===== src/rtl/hrm_pkg.sv =====
// Shared HRM CPU definitions: opcode nibbles, fetch states,
// address width and the operand-length decode.
package hrm_pkg;

    localparam int ADDR_W = 8;

    localparam logic [3:0] NIB_INBOX    = 4'h0;
    localparam logic [3:0] NIB_OUTBOX   = 4'h1;
    localparam logic [3:0] NIB_COPYFROM = 4'h2;
    localparam logic [3:0] NIB_COPYTO   = 4'h3;
    localparam logic [3:0] NIB_ADD      = 4'h4;
    localparam logic [3:0] NIB_SUB      = 4'h5;
    localparam logic [3:0] NIB_BUMPUP   = 4'h6;
    localparam logic [3:0] NIB_BUMPDN   = 4'h7;
    localparam logic [3:0] NIB_JUMP     = 4'h8;
    localparam logic [3:0] NIB_JUMPZ    = 4'h9;
    localparam logic [3:0] NIB_JUMPN    = 4'hA;
    localparam logic [3:0] NIB_HALT     = 4'hF;

    typedef enum logic [1:0] {
        OP,
        ARG,
        VALID,
        HALTED
    } fetch_state_e;

    function automatic logic has_operand(input logic [7:0] op);
        return (op[7:4] >= NIB_COPYFROM) && (op[7:4] <= NIB_JUMPN);
    endfunction

endpackage


===== src/rtl/ifetch_if.sv =====
// Instruction handshake between fetch (master) and
// control unit (slave).
interface ifetch_if;
    import hrm_pkg::*;

    logic              instr_valid;
    logic              instr_ready;
    logic [7:0]        opcode;
    logic [7:0]        operand;
    logic [ADDR_W-1:0] instr_pc;

    modport master (
        output instr_valid,
        output opcode,
        output operand,
        output instr_pc,
        input  instr_ready
    );

    modport slave (
        input  instr_valid,
        input  opcode,
        input  operand,
        input  instr_pc,
        output instr_ready
    );

endinterface


===== src/rtl/ifetch.sv =====
// HRM instruction fetch: owns the PC, hides the registered ROM
// read, assembles 1/2-byte instructions, handles jumps and HALT.
module ifetch
    import hrm_pkg::*;
#(
    parameter logic [ADDR_W-1:0] RESET_PC = 8'h00
) (
    input  logic              clk,
    input  logic              rst,
    output logic [ADDR_W-1:0] rom_addr,
    input  logic [7:0]        rom_data,
    input  logic              jmp_en,
    input  logic [ADDR_W-1:0] jmp_addr,
    output logic              halted,
    ifetch_if.master          fetch
);

    fetch_state_e      state;
    fetch_state_e      state_n;
    logic [ADDR_W-1:0] pc;
    logic [ADDR_W-1:0] pc_n;
    logic              advance;
    logic [7:0]        opcode_q;
    logic [7:0]        operand_q;
    logic [ADDR_W-1:0] instr_pc_q;

    always_comb begin
        state_n = state;
        advance = 1'b0;
        unique case (state)
            OP: begin
                advance = 1'b1;
                state_n = has_operand(rom_data) ? ARG : VALID;
            end
            ARG: begin
                advance = 1'b1;
                state_n = VALID;
            end
            VALID: begin
                if (fetch.instr_ready) begin
                    state_n = (opcode_q[7:4] == NIB_HALT) ? HALTED : OP;
                end
            end
            HALTED: state_n = HALTED;
            default: state_n = OP;
        endcase

        pc_n = advance ? pc + 1'b1 : pc;
        if (jmp_en) begin
            pc_n    = jmp_addr;
            state_n = OP;
        end
        if (rst) begin
            pc_n    = RESET_PC;
            state_n = OP;
        end
    end

    // The ROM registers its address, so presenting pc_n now makes
    // rom_data equal rom[pc] in the next cycle.
    assign rom_addr = pc_n;

    always_ff @(posedge clk) begin
        state <= state_n;
        pc    <= pc_n;
        if (rst) begin
            opcode_q   <= '0;
            operand_q  <= '0;
            instr_pc_q <= '0;
        end else if (!jmp_en) begin
            if (state == OP) begin
                opcode_q   <= rom_data;
                operand_q  <= '0;
                instr_pc_q <= pc;
            end
            if (state == ARG) begin
                operand_q <= rom_data;
            end
        end
    end

    assign fetch.instr_valid = (state == VALID);
    assign fetch.opcode      = opcode_q;
    assign fetch.operand     = operand_q;
    assign fetch.instr_pc    = instr_pc_q;
    assign halted            = (state == HALTED);

endmodule


===== src/flat_wrapper.sv =====
// flat-port wrapper written by rule: the top's interface ports become plain ports
module ifetch_flat import hrm_pkg::*;
#(
    parameter logic [ADDR_W-1:0] RESET_PC = 8'h00
)
  (clk, rst, rom_addr, rom_data, jmp_en, jmp_addr, halted, fetch_instr_valid, fetch_opcode, fetch_operand, fetch_instr_pc, fetch_instr_ready);
  ifetch_if fetch_i ();
  input  logic clk;
  input  logic rst;
  output logic [ADDR_W-1:0] rom_addr;
  input  logic [7:0] rom_data;
  input  logic jmp_en;
  input  logic [ADDR_W-1:0] jmp_addr;
  output logic halted;
  output wire logic [$bits(fetch_i.instr_valid)-1:0] fetch_instr_valid;
  output wire logic [$bits(fetch_i.opcode)-1:0] fetch_opcode;
  output wire logic [$bits(fetch_i.operand)-1:0] fetch_operand;
  output wire logic [$bits(fetch_i.instr_pc)-1:0] fetch_instr_pc;
  input wire logic [$bits(fetch_i.instr_ready)-1:0] fetch_instr_ready;
  assign fetch_instr_valid = fetch_i.instr_valid;
  assign fetch_opcode = fetch_i.opcode;
  assign fetch_operand = fetch_i.operand;
  assign fetch_instr_pc = fetch_i.instr_pc;
  assign fetch_i.instr_ready = fetch_instr_ready;
  ifetch #(.RESET_PC(RESET_PC)) u_core (.clk(clk), .rst(rst), .rom_addr(rom_addr), .rom_data(rom_data), .jmp_en(jmp_en), .jmp_addr(jmp_addr), .halted(halted), .fetch(fetch_i));
endmodule

===== config.mk =====
export PLATFORM = sky130hd
export DESIGN_NAME = ifetch_flat
export DESIGN_NICKNAME = d
export VERILOG_FILES = /design/src/rtl/hrm_pkg.sv /design/src/rtl/ifetch_if.sv /design/src/rtl/ifetch.sv /design/src/flat_wrapper.sv
export SDC_FILE = /design/constraint.sdc
export NUM_CORES = 1
export LEC_CHECK = 0
export ABC_AREA = 1
export CAP_MARGIN = 5
export CORE_MARGIN = 8
export CORE_UTILIZATION = 40
export CTS_BUF_LIST = sky130_fd_sc_hd__clkbuf_16
export DETAILED_ROUTE_END_ITERATION = 8
export HOLD_SLACK_MARGIN = 0.03
export PLACE_DENSITY = 0.75
export SLEW_MARGIN = 40
export SYNTH_ARGS = -nofsm -noshare
export SYNTH_HDL_FRONTEND = slang
export SYNTH_SLANG_ARGS = --single-unit

===== constraint.sdc =====
create_clock -name clk -period 1.1 [get_ports clk]
set_input_delay 0.11 -clock clk [delete_from_list [all_inputs] [get_ports clk]]
set_output_delay 0.11 -clock clk [all_outputs]
set_load 0.01 [all_outputs]

# ---- Word level (Yosys, flattened, before mapping)
# Index checks and enable logic that the tools add are counted.
dict set report totals {
  ff_bits 34
  latch_bits 0
  ramBits 0
  mem_bits_ro 0
  inputBits 20
  memories 0
}
dict set report classes {
  add_sub_neg 1
  mul 0
  n_div 0
  order_cmp 2
  n_eq_ne 5
  n_shift 0
  mux 10
  bitwise_logic 1
  reduce_logical 7
}
# cell n
set op_table {}
lappend op_table {{8-bit 2-to-1 mux} 5}
lappend op_table {{8-bit by 1-bit adder with 8-bit output (second input constant)} 1}
lappend op_table {{2-bit case mux with 4 select lines} 1}
lappend op_table {{2-bit 2-to-1 mux} 3}
lappend op_table {{2-bit == test (second input constant)} 2}
lappend op_table {{4-bit == test (second input constant)} 1}
lappend op_table {{4-bit by 2-bit >= comparator with 1-bit output (second input constant)} 1}
lappend op_table {{4-bit <= comparator (second input constant)} 1}
lappend op_table {{2-bit AND reduction} 2}
lappend op_table {{2-bit OR reduction} 2}
lappend op_table {{2-bit by 1-bit == test with 1-bit output (second input constant)} 1}
lappend op_table {{2-bit logical NOT} 1}
lappend op_table {{2-bit by 1-bit != test with 1-bit output (second input constant)} 1}
lappend op_table {{2-bit nonzero test} 1}
lappend op_table {{1-bit logical AND} 1}
lappend op_table {{1-bit 2-to-1 mux} 1}
lappend op_table {{1-bit inverter} 1}

# ---- Longest topological paths before layout
dict set report depth {
  ltp_word 6
  depth_mapped 8
  mapped_depth_nobuf 8
}

# ---- Worst setup path before layout
# No wires, ideal clock.
dict set report synth_timing {
  path_kind {reg-to-output}
  start {reg u_core.state[1]}
  end {out rom_addr[7]}
  arrival_time_ps 1021
  t_required_ps 990
  slack_ps -31
  stages_incl_launch_ff 8
  path_buffers 0
  path_cell_list {dfxtp_1 inv_2 nand2_1 nor2_2 nand3_1 nand2_1 nor2_1 nor2_1}
}
dict set report synth_via {
  elab_chain_cells 6
  word_cells_on_any_way 7
  cone_classes {eq/ne: 1; mux: 4; reduce/logical: 2}
}
# element line_no
set synth_lines {}
lappend synth_lines {{from (decl)} ifetch.sv:18} ;# fetch_state_e state;
lappend synth_lines {{from (signal assigned)} ifetch.sv:64} ;# state <= state_n;
lappend synth_lines {{2-bit by 1-bit == test with 1-bit output or 2-bit logical NOT (tied branches)} ifetch.sv:30} ;# unique case (state)
lappend synth_lines {{2-bit OR reduction (no line) *} -}
lappend synth_lines {{1-bit 2-to-1 mux *} ifetch.sv:30}
lappend synth_lines {{8-bit 2-to-1 mux *} ifetch.sv:48} ;# pc_n = advance ? pc + 1'b1 : pc;
lappend synth_lines {{8-bit 2-to-1 mux *} ifetch.sv:49} ;# if (jmp_en) begin
lappend synth_lines {{8-bit 2-to-1 mux *} ifetch.sv:53} ;# if (rst) begin
lappend synth_lines {{to (decl)} flat_wrapper.sv:10} ;# output logic [ADDR_W-1:0] rom_addr;
# Mark *: on every way between the ends. The rest lies on a longest branch, timed or not.

# ---- Worst setup path after layout
dict set report layout_timing {
  start {reg u_core.pc[1]}
  end {out rom_addr[6]}
}
dict set report layout_via {
  elab_chain_cells 4
}
# element line_no
set layout_lines {}
lappend layout_lines {{from (decl)} ifetch.sv:20} ;# logic [ADDR_W-1:0] pc;
lappend layout_lines {{from (signal assigned)} ifetch.sv:65} ;# pc <= pc_n;
lappend layout_lines {{8-bit by 1-bit adder with 8-bit output} ifetch.sv:48}
lappend layout_lines {{8-bit 2-to-1 mux} ifetch.sv:48}
lappend layout_lines {{8-bit 2-to-1 mux} ifetch.sv:49}
lappend layout_lines {{8-bit 2-to-1 mux} ifetch.sv:53}
# Every way passes these cells.

==> impl_metrics.toml <==
[global_route]
antenna_found_initial = 0
use_met3_pct = 4.90
grt_use_total_pct = 15.5
grt.met2_usage_pct = 26.1
grt_max_degree = 17
use_met1_pct = 18.0
grt_first_pass_wirelength_mm = 7.78
grt_pass1_vias = 1675
grt_overflow_total = 0
top_usage_layer = "met2"

[final_layout]
final_nets = 325
finish.instance_area_sq_um = 2840
layout_common_cells = "dfxtp_1, buf_4, nand2_1, dlygate4sd2_1, nor2_1"
fin_cells = 352
n_antenna_cell = 0
drive_above_1_share_pct = 43.1
area_growth_pct = 81.9
layout_commonest_cell = "dfxtp_1"

[die]
fp.dieH_um = 78.5
io-pin-count = 54
core_sq_um = 3720
rows = 22
start_util_pct = 42.0
die-area_sq_um = 6160
die_x_um = 78.5

[place]
io_buffers = 53
place_inst = 327
dpl_cell_area_sq_um = 2340
hpwl_mm = 3.09
place_congestion = 0.801

[outcome]
violations = "negative setup slack"
status = "finished, violations left"

[setup_path]
cpMostUsedCell = "nand2_1"
rr_worst_depth = 9
r2r_start = "u_core.state[1]$_SDFFE_PP0P_"
cp-end-kind = "output pin"
required_ps = 990
path_max_fanout = 4
max_stage_delay_ps = 390
slowest_stage = "dfxtp_4"
cp-startpoint = "u_core.pc[1]$_DFF_P_"
startpoint_type = "flop"
path_depth = 9
cp_top_family = "simple AND/OR/NAND/NOR gates"
crit_buf_inv = 2
path_class = "reg2out"
critical_path_arrival_ps = 1510
cp_cell_sequence = "ha_4 -> nand2_4 -> nor2_4 -> nand2_1 -> nand2_1 -> nand3_1 -> nand2_1 -> inv_2 -> buf_6"

[timing]
final.setup.worst_slack_ps = -518
rsz0062_at_grt = "yes"
slew_viol_final = 0
final-hold-violation-count = 0
tightestPinTransition_ps = 269
relSlewSlack_pct = 82.0
fin_crit_ps = 1620
period_share_pct = 147
setup_viol = 40
fmax_mhz = 618
skew_ps = 4.29

[detailed_routing]
vias_per_cell = 5.06
drtIter0Drc = 125
num_vias = 1781
drt_wl_total_mm = 5.71
drc = 0
ant_nets = 0
avgRoutedWirePerCell_um = 16.2
dr.pass1.iters = 5

[clock_tree]
cts_tree = "done"
htreeDepth = 2
root_buffer = "clkbuf_16"
holdBufCountCts = 0
clk-insertion-delay-late_ps = 270
numClockSinks = 34
cts_buffer_depth = 2
cts_buffers = 5
clkTransAtPathRegs_ps = 50

[run]
cap_violations = 0

[pwr]
peakVddDrop_v = 0.00107
power_density_nw_per_um2 = 1320
leakage_nw = 1.35

[yosys]
ys_warn_count = 0
syn-cell-area_sq_um = 1560
syn_nets = 226
synth.distinct_cells = 21
avgSynthCellArea_sq_um = 7.62
synthCells = 205
ys_ff_latch = 34
yosysSeqAreaShare_pct = 43.6

[hold_path]
whs_path_depth = 3
hp-class = "in2reg"
min_from = "jmp_en"
## through the flow
stage               hold slack [ps]  TNS (ps)  worst slack (ps)  util (%)  power [W]
finish                          317     -8350              -518      76.4    0.00376
global route                    361    -10380              -575      76.4    0.00390
CTS                             317     -5160              -395      70.2    0.00360
detailed placement              492    -11070              -649      62.9    0.00227
global placement                484    -10140              -636      62.9    0.00226
floorplan                       245         0              1.79         -    0.00182
## path summary, 6_finish.rpt
path                                                         endpoint  slack, ps
worst max-delay path                                      rom_addr[6]       -520
worst min-delay path                             u_core.pc[0]$_DFF_P_        320
worst max register to register  u_core.fetch.instr_pc[1]$_SDFFE_PP0P_       -300
worst min register to register  u_core.fetch.instr_pc[2]$_SDFFE_PP0P_        490
## Yosys cell counts (all sizes together)
cell | n | area, sq um
nand3 | 9 | 45.0
xor2 | 1 | 8.76
ha | 1 | 12.5
xnor2 | 1 | 8.76
nor2 | 45 | 210
nand2 | 35 | 131
buf | 4 | 50.1
dfxtp | 34 | 681
clkbuf | 3 | 18.8
a21oi | 17 | 100
inv | 23 | 86.3
o21ai | 32 | 209
## flip-flops by register name, indices dropped and copies added, names as in the netlist
signal	count
u_core.pc	8
u_core.state	2
u_core.fetch.opcode	8
u_core.fetch.instr_pc	8
u_core.fetch.operand	8
## metal layers
layer	up-vias	part of all wire (%)
li1	852	-
met1	847	40
met2	72	53
met3	10	5.0
met4	0	2.1
met5	-	0
## power breakdown
part / switching (W) / internal, W
registers: 0.0000935 / 0.00134
clock network: 0.000487 / 0.000816
logic: 0.000490 / 0.000531
## cell families after synthesis
family	count (synthesis)	synth area share, %
adders and majority gates	1	0.801
DFF	34	43.6
buffers and inverters	30	9.94
AOI/OAI and AO/OA	49	19.8
and+or+nand+nor	89	24.8
xor gates and xnor gates	2	1.12
## tightest hold or removal path: stages
cell	delay [ps]
dlygate4sd2_1	310
o21ai_1	80
inv_1	60
## final cells by class
class / instances / area [sq um]
repair buffers: 99 / 970
multi-input cells: 141 / 885
fillers: 258 / 876
flip-flops and latches: 34 / 694
clock buffers: 5 / 125
inverters: 23 / 96.3
well taps: 48 / 60.1
clock inverters: 2 / 10.0
## timing repair
item	CTS	global route
endpoints found under the setup margin	55	40
cloned	2	1
pin swaps	8	25
gates resized for setup	95	55
buffers inserted	10	7
(Power assumes the default switching activity.)
